==> src/rtl/rv32_pkg.sv <==
// Shared RV32 fetch-path constants, the fetch buffer entry type and a PC alignment helper.
package rv32_pkg;

    localparam int unsigned XLEN = 32;
    localparam int unsigned ILEN = 32;

    localparam logic [XLEN-1:0] PC_STEP          = 32'd4;
    localparam logic [XLEN-1:0] RESET_PC_DEFAULT = 32'h0000_0000;

    typedef struct packed {
        logic [XLEN-1:0] pc;
        logic [ILEN-1:0] instruction;
    } fetch_entry_t;

    function automatic logic [XLEN-1:0] align_pc(input logic [XLEN-1:0] addr);
        return addr & 32'hFFFF_FFFC;
    endfunction

endpackage

==> src/rtl/fetch_buffer.sv <==
// Two-entry synchronous FIFO holding fetched {pc, instruction} pairs; head is entry 0.
module fetch_buffer
    import rv32_pkg::*;
(
    input  logic         clock,
    input  logic         reset_n,
    input  logic         push_i,
    input  fetch_entry_t push_entry_i,
    input  logic         pop_i,
    input  logic         flush_i,
    output logic [1:0]   count_o,
    output fetch_entry_t head_o
);

    logic [1:0]   count_q, count_d;
    fetch_entry_t head_q, head_d;
    fetch_entry_t tail_q, tail_d;
    logic         pop, push;

    always_comb begin
        pop     = pop_i && (count_q != 2'd0);
        push    = push_i && ((count_q != 2'd2) || pop);
        count_d = count_q;
        head_d  = head_q;
        tail_d  = tail_q;
        // Flush beats a same-cycle push or pop.
        if (flush_i) begin
            count_d = 2'd0;
        end else begin
            case ({push, pop})
                2'b10: begin
                    if (count_q == 2'd0) begin
                        head_d = push_entry_i;
                    end else begin
                        tail_d = push_entry_i;
                    end
                    count_d = count_q + 2'd1;
                end
                2'b01: begin
                    head_d  = tail_q;
                    count_d = count_q - 2'd1;
                end
                2'b11: begin
                    if (count_q == 2'd1) begin
                        head_d = push_entry_i;
                    end else begin
                        head_d = tail_q;
                        tail_d = push_entry_i;
                    end
                end
                default: ;
            endcase
        end
    end

    always_ff @(posedge clock or negedge reset_n) begin
        if (!reset_n) begin
            count_q <= 2'd0;
            head_q  <= '0;
            tail_q  <= '0;
        end else begin
            count_q <= count_d;
            head_q  <= head_d;
            tail_q  <= tail_d;
        end
    end

    assign count_o = count_q;
    assign head_o  = head_q;

endmodule

==> src/rtl/fetch_rv32.sv <==
// RV32 fetch stage: PC, single-outstanding memory requests, 2-entry buffer to decode.
// Optional FETCH_MISALIGN_TRAP_EN: misaligned redirect raises sticky fetch_fault and halts fetch.
module fetch_rv32
    import rv32_pkg::*;
#(
    parameter logic [31:0] RESET_PC     = RESET_PC_DEFAULT,
    parameter int unsigned BUFFER_DEPTH = 2
) (
    input  logic        clock,
    input  logic        reset_n,
    input  logic        enable,
    output logic [31:0] memory_read_address,
    output logic        read_enable,
    input  logic        memory_read_valid,
    input  logic [31:0] memory_read_value,
    input  logic        redirect_valid,
    input  logic [31:0] redirect_pc,
    output logic        instruction_valid,
    input  logic        decode_ready,
    output logic [31:0] pc,
    output logic [31:0] pc_instruction,
    output logic        fetch_fault
);

    localparam logic [1:0] IDLE      = 2'd0;
    localparam logic [1:0] WAIT_RESP = 2'd1;
    localparam logic [1:0] HALT      = 2'd2;

    logic [1:0]   state_q, state_d;
    logic [31:0]  fetch_pc_q, fetch_pc_d;
    logic [31:0]  req_pc_q, req_pc_d;
    logic         discard_q, discard_d;
    logic         fault_q, fault_d;

    logic         outstanding, issue, push, misaligned;
    logic [1:0]   fifo_count;
    fetch_entry_t fifo_head, push_entry;

`ifdef FETCH_MISALIGN_TRAP_EN
    assign misaligned  = |redirect_pc[1:0];
    assign fetch_fault = fault_q;
`else
    assign misaligned  = 1'b0;
    assign fetch_fault = 1'b0;
`endif

    assign outstanding = (state_q == WAIT_RESP);
    // Gated by reset_n so no request strobe is seen while reset is held.
    assign issue = reset_n && enable && (state_q == IDLE) && (32'(fifo_count) < BUFFER_DEPTH)
                   && !redirect_valid;

    always_comb begin
        state_d    = state_q;
        fetch_pc_d = fetch_pc_q;
        req_pc_d   = req_pc_q;
        discard_d  = discard_q;
        fault_d    = fault_q;
        push       = 1'b0;
        if (redirect_valid) begin
            fetch_pc_d = align_pc(redirect_pc);
            fault_d    = misaligned;
            if (outstanding && !memory_read_valid) begin
                discard_d = 1'b1;
            end else begin
                discard_d = 1'b0;
                state_d   = misaligned ? HALT : IDLE;
            end
        end else if (outstanding && memory_read_valid) begin
            push      = !discard_q;
            discard_d = 1'b0;
            state_d   = fault_q ? HALT : IDLE;
        end else if (issue) begin
            state_d    = WAIT_RESP;
            req_pc_d   = fetch_pc_q;
            fetch_pc_d = fetch_pc_q + PC_STEP;
        end
    end

    always_ff @(posedge clock or negedge reset_n) begin
        if (!reset_n) begin
            state_q    <= IDLE;
            fetch_pc_q <= RESET_PC;
            req_pc_q   <= RESET_PC;
            discard_q  <= 1'b0;
            fault_q    <= 1'b0;
        end else begin
            state_q    <= state_d;
            fetch_pc_q <= fetch_pc_d;
            req_pc_q   <= req_pc_d;
            discard_q  <= discard_d;
            fault_q    <= fault_d;
        end
    end

    assign push_entry.pc          = req_pc_q;
    assign push_entry.instruction = memory_read_value;

    fetch_buffer u_fetch_buffer (
        .clock        (clock),
        .reset_n      (reset_n),
        .push_i       (push),
        .push_entry_i (push_entry),
        .pop_i        (instruction_valid && decode_ready),
        .flush_i      (redirect_valid),
        .count_o      (fifo_count),
        .head_o       (fifo_head)
    );

    assign memory_read_address = fetch_pc_q;
    assign read_enable         = issue;
    assign instruction_valid   = (fifo_count != 2'd0);
    assign pc                  = fifo_head.pc;
    assign pc_instruction      = fifo_head.instruction;

endmodule
==> config.mk <==
export PLATFORM = sky130hd
export DESIGN_NAME = fetch_rv32
export DESIGN_NICKNAME = d
export VERILOG_FILES = /design/src/rtl/rv32_pkg.sv /design/src/rtl/fetch_buffer.sv /design/src/rtl/fetch_rv32.sv
export SDC_FILE = /design/constraint.sdc
export NUM_CORES = 1
export LEC_CHECK = 0
export CAP_MARGIN = 20
export CORE_MARGIN = 5
export CORE_UTILIZATION = 40
export CTS_BUF_LIST = sky130_fd_sc_hd__clkbuf_16
export DETAILED_ROUTE_END_ITERATION = 10
export GPL_ROUTABILITY_DRIVEN = 1
export PLACE_DENSITY_LB_ADDON = 0.25
export SYNTH_ARGS = -nofsm -noshare
export SYNTH_HDL_FRONTEND = slang
export SYNTH_SLANG_ARGS = --single-unit
export TNS_END_PERCENT = 30
==> constraint.sdc <==
create_clock -name clock -period 2.9 [get_ports clock]
set_input_delay 0.435 -clock clock [delete_from_list [all_inputs] [get_ports clock]]
set_output_delay 0.435 -clock clock [all_outputs]
set_load 0.005 [all_outputs]
* Word-level counts from Yosys, hierarchy flattened
Index checks and enable logic that the tools add are counted.
** Cells by class
- $mul :: 0
- Bitwise gates (word level) :: 2
- Reductions and logical operators :: 27
- Add/subtract/negate cells :: 3
- Equality and inequality tests :: 11
- $lt $le $gt $ge :: 1
- Muxes and demuxes :: 20
- Shift operators :: 0
- Divide/modulo/power cells :: 0
** Operators by type and width (number)
- $mux 64 :: 4
- $pmux 64 s3 :: 1
- $pmux 64 s2 :: 1
- $mux 32 :: 3
- $add 32x3->32 const B :: 1
- $mux 2 :: 5
- $ne 2x2->1 const B :: 5
- $logic_and 1x1->1 :: 9
- $reduce_bool 3->1 :: 3
- $reduce_bool 2->1 :: 4
- $eq 2x1->1 const B :: 3
- $reduce_and 3->1 :: 2
- $mux 1 :: 5
- $eq 2x2->1 const B :: 2
- $logic_not 2->1 :: 2
- $pmux 2 s2 :: 1
- $reduce_and 2->1 :: 2
- $reduce_and 4->1 :: 1
- $logic_not 1->1 :: 3
- $add 2x1->2 const B :: 1
- $lt 2x2->1 const B :: 1
- $ne 2x1->1 const B :: 1
- $not 1->1 :: 2
- $sub 2x1->2 const B :: 1
- $logic_or 1x1->1 :: 1
** Word-level totals
- Output and inout port bits :: 99
- Bits in latches :: 0
- Memory bits (writable) :: 0
- Register bits after elaboration :: 197
- Input port bits :: 70
- Memories :: 0
- Bits in read-only memories :: 0

* Longest topological paths before layout
Gate-level depths: netlist (run 1).
- Depth in word-level cells :: 8
- Depth in mapped cells :: 7
- Gate-level depth less buffers :: 6

* By module
From an unflattened synthesis (run 1), not the netlist that was laid out.
** Unflattened totals
- Cell total of the unflattened synthesis :: 737
- Area, all modules :: 8664.6 um2
** Modules (own cells, without submodules)
- fetch_buffer :: instances 1, cells an instance 436, area an instance 5575.3 um2, sequential area each 3253.1 um2
- fetch_rv32 :: instances 1, cells an instance 301, area an instance 3089.2 um2, sequential area each 1551.5 um2

* Worst setup path after synthesis (run 1)
No wires, ideal clock.
- Path type :: reg2reg
- From :: register u_fetch_buffer.count_q[1], in the netlist u_fetch_buffer.count_o[1]
- To :: register u_fetch_buffer.head_q, in the netlist u_fetch_buffer.head_o[0]
- Slack :: 570 ps
- Setup time :: 125 ps
- Buffers on the path :: 1
- Arrival :: 2205 ps
- Stages on the path, launching flop included :: 8
- Path through :: dfrtp_1 > inv_1 > ha_1 > nand2b_1 > a21oi_1 > clkbuf_1 > mux2_2 > mux2_2
** On the way
- Cells in the longest elaborated chain, start to end :: 8
** Ends and longest elaborated chain
- start: declaration :: RTL line fetch_buffer.sv:15 : logic [1:0] count_q, count_d;
- start signal: assignment :: RTL line fetch_buffer.sv:62 : count_q <= count_d;
- $reduce_bool 2->1 :: RTL line fetch_buffer.sv:21, fetch_rv32.sv:111
- $logic_and 1x1->1 :: RTL line fetch_rv32.sv:103 : .pop_i (instruction_valid && decode_ready),
- $logic_and 1x1->1 :: RTL line fetch_buffer.sv:21 : pop = pop_i && (count_q != 2'd0);
- $logic_or 1x1->1 :: RTL line fetch_buffer.sv:22 : push = push_i && ((count_q != 2'd2) || pop);
- $logic_and 1x1->1 :: RTL line fetch_buffer.sv:22
- $eq 2x2->1 / $eq 2x1->1 (equally long branches) :: RTL line fetch_buffer.sv:30 : case ({push, pop})
- $ne 2x1->1 (no source line) / $reduce_bool 3->1 (equally long branches)
- $reduce_and 3->1 (no source line)
- end signal: assignment :: RTL line fetch_buffer.sv:59 : head_q <= '0;
- end signal: assignment :: RTL line fetch_buffer.sv:63 : head_q <= head_d;
- end: declaration :: RTL line fetch_buffer.sv:16 : fetch_entry_t head_q, head_d;
Several ways; a longest one is shown, not always the timed one.
A chain may end at the register's enable or synchronous reset.

* Worst setup path in the final report (run 1)
- From :: input reset_n
- To :: output read_enable
** On the way
- Cells in the longest elaborated chain, start to end :: 4
** Ends and longest elaborated chain
- start: declaration :: RTL line fetch_rv32.sv:10 : input logic reset_n,
- $logic_and 1x1->1 (3 in a row) :: RTL line fetch_rv32.sv:49 : assign issue = reset_n && enable && (state_q == IDLE) && (32'(fifo_count) < BUFFER_DEPTH)
- $logic_and 1x1->1 :: RTL line fetch_rv32.sv:50 : && !redirect_valid;
- end: declaration :: RTL line fetch_rv32.sv:13 : output logic read_enable,
Every way passes these cells.

==> results of run 1 <==
==> critical path, delay by kind of cell <==
kind	cells	cell delay [ps]
buffers and inverters	4	1440
and+or+nand+nor	2	240
==> state kept, by name, indices dropped and copies added (netlist names) <==
name,cells
state_q,1
memory_read_address,30
u_fetch_buffer.count_o,2
u_fetch_buffer.tail_q,62
discard_q,1
req_pc_q,30
u_fetch_buffer.head_o,63
==> cell type report <==
cell class | instances | area [sq um] | area share
Clock buffer | 17 | 425 | 0.0384
Inverter | 9 | 33.8 | 0.00305
Timing Repair Buffer | 176 | 1810 | 0.163
Sequential cell | 189 | 4730 | 0.426
Tap cell | 275 | 344 | 0.0310
Multi-Input combinational cell | 404 | 3620 | 0.326
Clock inverter | 15 | 131 | 0.0118
==> report_power, final <==
part           total, W  switching, W  internal [W]
clock network   0.00221       0.00108       0.00113
logic           0.00264      0.000836       0.00181
registers       0.00404      0.000542       0.00350
total           0.00889       0.00246       0.00643
==> cell usage after synthesis, types with 3 or more instances <==
library cell,instances,area [sq um]
or3_1,5,31.3
clkbuf_1,23,86.3
xnor2_1,6,52.6
nor4_1,4,25.0
xor2_1,3,26.3
o31ai_1,16,120
ha_1,4,50.1
nand4_1,4,25.0
buf_2,14,70.1
inv_1,9,33.8
dfrtp_1,189,4730
nor2_1,24,90.1
nand3_1,10,50.1
a31oi_1,20,125
nand2_1,23,86.3
mux2_2,216,2430
nor3_1,3,15.0
buf_4,4,30.0
or4_1,17,128
o21ai_0,15,75.1
or2_2,3,18.8
and3_1,3,18.8
==> layout by cell type (no fill, tap or decap), drive strengths merged, types with 2 or more instances in the layout <==
cell,n
nor3,3
o31ai,16
and2,2
clkdlybuf4s50,162
a21oi,3
buf,12
o21ai,15
nor2,24
nor4,4
or4,18
xor2,3
and3,3
nand3,10
conb,3
clkinvlp,3
dfrtp,189
or2,3
or3,5
nand4,5
clkinv,6
clkbuf,18
a31oi,20
mux2,216
nor2b,2
mux2i,2
inv,15
and4,2
nand2,23
ha,4
xnor2,6
==> cell families after synthesis <==
| logic type | synth area share |
|---|---|
| other cells | 0.000439 |
| compound gates | 0.0442 |
| simple gates | 0.0725 |
| fa+ha+maj | 0.00586 |
| mux | 0.287 |
| flops | 0.554 |
| buf+inv | 0.0271 |
| xor+xnor | 0.00923 |
==> path summary, 6_finish.rpt <==
check / depth (start not counted) / endpoint / slack [ps] / startpoint
max in group asynchronous: 3 / u_fetch_buffer.tail_q[9] / 1310 / reset_n
setup reg to reg: 7 / u_fetch_buffer.head_o[48] / 530 / u_fetch_buffer.count_o[1]
hold reg to reg: 1 / u_fetch_buffer.tail_q[13] / 510 / u_fetch_buffer.tail_q[13]
min in group clock: 1 / u_fetch_buffer.tail_q[13] / 510 / u_fetch_buffer.tail_q[13]
setup / recovery: 6 / read_enable / 350 / reset_n
hold / removal: 2 / u_fetch_buffer.head_o[63] / 400 / reset_n
==> per-stage QoR <==
step	utilization	std cells	instance area, sq um
4_1_cts	0.528	1085	11100
5_1_grt	0.528	1085	11100
2_1_floorplan	-	644	8550
6_report	0.528	1085	11100
3_5_place_dp	0.501	1052	10500
3_3_place_gp	0.501	1052	10500
==> per-layer routing <==
metal  global-route usage  up-vias
li1                     -     2648
met1                0.219     2926
met2                0.289      113
met3               0.0325       17
met4               0.0554        0
met5                    0        -
==> timing repair <==
item                                   CTS  global route
endpoints found under the hold margin    7             0
hold buffers                             1             0
resized for setup                        0             0
==> summary.md, run 1 <==
| Metric | Value |
|---|---|
| Run status | `completed` |
| Setup TNS | `0 ps` |
| Lkg Pwr | `4.60 nW` |
| # Post-CTS Setup Buffers | `0` |
| I/O pin cnt | `169` |
| Power Dens Cells | `802 nW/um^2` |
| Vias per cell | `5.26` |
| Final HPWL DP | `13500 um` |
| CTS root buf | `clkbuf_16` |
| Final setup margin | `350 ps` |
| Inserted Clock Buffers | `17` |
| Core area | `21000 sq um` |
| Startpoint Class | `input port` |
| RSZ-0062 raised after global routing | `false` |
| Share of cells above drive strength 1 | `0.335` |
| Skew final | `9.16 ps` |
| Top FF cell, synth | `dfrtp_1` |
| DR vias | `5704` |
| DRC | `0` |
| Drt initial violations | `278` |
| Min-Delay Path Class | `input port to async pin` |
| Clock Latency Late Sink | `420 ps` |
| Bufs on Longest Clock Path | `2` |
| Hold slack final | `399 ps` |
| Vias in the first global route | `6106` |
| Worst EP required | `2470 ps` |
| GP Congestion | `0.794` |
| Met3 wire len | `835 um` |
| All-Layer GR Usage | `0.170` |
| Slew HR | `0.321` |
| Worst Path Class, Setup | `input port to output port` |
| Post-Place Setup Slack | `203 ps` |
| Avg Inst Size Synth | `13.3 sq um` |
| # fillers | `1765` |
| Initial Util | `0.406` |
| Highest metal used | `met4` |
| H-tree Lvls | `4` |
| Reg clk slew, reported paths | `70 ps` |
| Die ar. | `24400 sq um` |
| Async set-reset flop share out of synthesis | `1.00` |
| Critical path arrival | `2120 ps` |
| Post-synthesis cell count | `642` |
| Max Fclk | `0.392 GHz` |
| Nets | `871` |
| Post-route ant nets | `0` |
| Area grow syn2layout | `29.8%` |
| First-pass GRT wire length | `33100 um` |
| Slew Viols, Final | `0` |
| Period utilisation layout | `0.879` |
| Max-cap violations | `0` |
| Worst Setup End Kind | `output port` |
| Sequential-to-total area share from yosys stat | `0.554` |
| Pin count of the biggest net entering global routing | `183` |
| Port Buffers | `163` |
| Fin. Hold Viols | `0` |
| Crit Path Max Fanout | `10` |
| CTS tree | `yes` |
| Detailed Routing Iterations Pass 1 | `4` |
| CP Cell Sequence | `dlygate4sd3_1 > clkbuf_8 > nand4bb_1 > buf_4 > nor2_4 > clkdlybuf4s50_1` |
| Clk sinks | `189` |
| Final min period | `2550 ps` |
| Post-Syn Area | `8540 sq um` |
| Metal-1 WL | `8910 um` |
| Met2 WL | `10300 um` |
| Die H | `156 um` |
| Total Routed Length | `20300 um` |
| Core Rows | `53` |
| Yosys warns | `0` |
| Worst slew pin tran | `1020 ps` |
| Die width | `156 um` |
| GRT overflow | `0` |
| Critical-path top delay cell | `dlygate4sd3_1` |
| N_diodes | `0` |
| Post-synth EDFFs | `0` |
| Routed length per instance | `18.7 um` |
| Overall Power | `0.00889 W` |
| VDD IR max | `387 uV` |
| Initial antenna violation count | `0` |
| Final setup vio count | `0` |
| Slowest stage delay, CP | `540 ps` |
| Number of synthesized register bits | `189` |
| Unique masters post-synth | `44` |
Note: power is estimated with default switching activity, not from simulation.
==> run 2: changes to the inputs <==
HOLD_SLACK_MARGIN = 0.15   (was not set)
==> results of run 2 <==
No change in the layout: final DEF, timing and power equal those of run 1.
==> run 3: changes to the inputs <==
clock period = 2.1 ns   (was 2.9 ns; I/O delays follow)
==> run 3 against run 2 <==
  * First-iteration DRC count is 29% lower
  * Utilization is 2.9 points higher
  * Register-to-register slack lost 490 ps
  * Sequential power up 38%
  * Highest routed layer is now met5
==> summary.md, run 3 (same netlist as run 1, synthesis figures left out) <==
| Metric | Value |
|---|---|
| Run status | `completed` |
| Port Buffers | `163 (unchanged)` |
| DR vias | `5947 (+4.3%)` |
| Worst Setup End Kind | `flip-flop` |
| Initial antenna violation count | `1 (+1)` |
| GRT overflow | `0 (unchanged)` |
| Slowest stage delay, CP | `410 ps (-130 ps)` |
| Final min period | `2060 ps` |
| Area grow syn2layout | `36.8%` |
| Post-Place Cells | `1088 (+3.4%)` |
| Die H | `156 um (unchanged)` |
| Pin count of the biggest net entering global routing | `64 (-65%)` |
| Vias in the first global route | `6329 (+3.7%)` |
| Clock Latency Late Sink | `430 ps (about the same)` |
| Share of cells above drive strength 1 | `0.380 (+0.0458)` |
| CTS tree | `yes` |
| First-pass GRT wire length | `33100 um (about the same)` |
| Die ar. | `24400 sq um (unchanged)` |
| Max-cap violations | `0 (unchanged)` |
| Max reg flops | `63 (unchanged)` |
| # fillers | `1720 (-2.5%)` |
| CP Cell Sequence | `nor4bb_4 > buf_4 > buf_4 > a21oi_4 > buf_12 > clkbuf_16 > mux2_2 > mux2_2` |
| Critical-path top delay cell | `dfrtp_1` |
| Core area | `21000 sq um (unchanged)` |
| Die width | `156 um (unchanged)` |
| Post-route ant nets | `0 (unchanged)` |
| Final HPWL DP | `14200 um (+5.1%)` |
| Total Routed Length | `21500 um (+6.0%)` |
| Reg clk slew, reported paths | `70 ps (about the same)` |
| Bufs on Longest Clock Path | `2 (unchanged)` |
| Detailed Routing Iterations Pass 1 | `5 (+1)` |
| Fin. Hold Viols | `0 (unchanged)` |
| Inserted Clock Buffers | `17 (unchanged)` |
| Skew final | `15.8 ps (+6.60 ps)` |
| Nets | `918 (+5.4%)` |
| CP Buf/Inv Count | `4 (unchanged)` |
| Slew Viols, Final | `0 (unchanged)` |
| RR Endpoint | `u_fetch_buffer.head_o[21]` |
| CP delay by family, top | `buffers and inverters` |
| Worst slew pin tran | `813 ps (-205 ps)` |
| Most common cell after layout, fill and taps aside | `mux2_2` |
| Worst Path Class, Setup | `flip-flop to flip-flop` |
| Drt initial violations | `198 (-29%)` |
| Worst setup startpoint | `state_q[0]` |
| VDD IR max | `495 uV (+28%)` |
| Vias per cell | `5.25 (about the same)` |
| Slew HR | `0.458 (+0.137)` |
| Final Non-Filler Cells | `1132 (+4.3%)` |
| Min-Delay Path Class | `input port to async pin` |
| DRC | `0 (unchanged)` |
| Max Fclk | `0.485 GHz` |
| RSZ-0062 raised after global routing | `true` |
| All-Layer GR Usage | `0.170 (+0.000546)` |
| Crit Path Max Fanout | `13 (+3)` |
| Critical path arrival | `2370 ps (+250 ps)` |
| Routed length per instance | `19.0 um (+1.6%)` |
| Lkg Pwr | `4.94 nW (+7.5%)` |
| Reg-to-Reg Start | `state_q[0]` |
| Startpoint Class | `flip-flop` |
| Period utilisation layout | `0.982` |
| Clk sinks | `189 (unchanged)` |
| CTS root buf | `clkbuf_16` |
| GP Congestion | `0.771 (-2.9%)` |
| N_diodes | `0 (unchanged)` |
| Core Rows | `53 (unchanged)` |
| Most frequent cells in the layout | `216 x mux2_2, 187 x dfrtp_1, 160 x clkdlybuf4s50_1` |
| Power Dens Cells | `1090 nW/um^2 (+35%)` |
| Overall Power | `0.0127 W (+43%)` |
| Register-to-register setup slack | `40 ps (-490 ps)` |
| Final setup vio count | `0 (unchanged)` |
| H-tree Lvls | `4 (unchanged)` |
| I/O pin cnt | `169 (unchanged)` |
| Reg2reg path depth | `8 (+1)` |
| Initial Util | `0.406 (unchanged)` |
| Worst EP required | `2410 ps (-60 ps)` |
## run 3: where the power goes
part / total [W] / leakage [nW] / internal (W) / switching [W]
Sequential: 0.00559 / 2.36 / 0.00484 / 0.000757
Combinational: 0.00393 / 2.28 / 0.00269 / 0.00124
Clock: 0.00316 / 0.295 / 0.00176 / 0.00140
## run 3: timing repair
item                                    4_1_cts  5_1_grt
endpoints found under the setup margin        2       75
gates resized for setup                       3       14
gates cloned                                  0        7
buffers inserted                              1        3
hold endpoints to repair                      1        0
hold buffers                                  1        0
pin swaps                                     1       13
## run 3: per-layer routing
| layer | GRT usage | up-vias | wire length, um |
|---|---|---|---|
| met4 | 0.0413 | 2 | 203 |
| met2 | 0.293 | 155 | 10700 |
| li1 | - | 2743 | - |
| met5 | 0 | - | 13 |
| met3 | 0.0444 | 21 | 1100 |
| met1 | 0.216 | 3026 | 9440 |
## run 3: area by class of cell
cell class	instances	area, sq um	share of cell area
clock buffer	17	425	0.0364
clock inverter	15	148	0.0126
inverter	9	33.8	0.00289
multi-input combinational	404	3670	0.314
sequential	189	4730	0.405
tap	275	344	0.0294
timing repair buffer	223	2340	0.200
## run 3: how the worst max path moves through the flow
stage,endpoint,slack (ps),cells after the start
6_report,u_fetch_buffer.head_o[21],40,8
5_1_grt,memory_read_address[23],-80,4
4_1_cts,memory_read_address[27],0.9,4
3_5_place_dp,u_fetch_buffer.head_o[19],-390,7
3_3_place_gp,u_fetch_buffer.head_o[22],-380,7
2_1_floorplan,u_fetch_buffer.head_o[0],8,7
## run 3: through the flow
step	setup WS (ps)	util	setup TNS, ps	cell area [sq um]	hold WS (ps)
2_1_floorplan	7.74	-	0	8560	19.4
3_3_place_gp	-384	0.515	-45400	10800	141
3_5_place_dp	-390	0.515	-45080	10800	142
4_1_cts	0.854	0.543	0	11400	170
5_1_grt	-78.2	0.556	-450	11700	201
6_report	37.1	0.556	0	11700	148
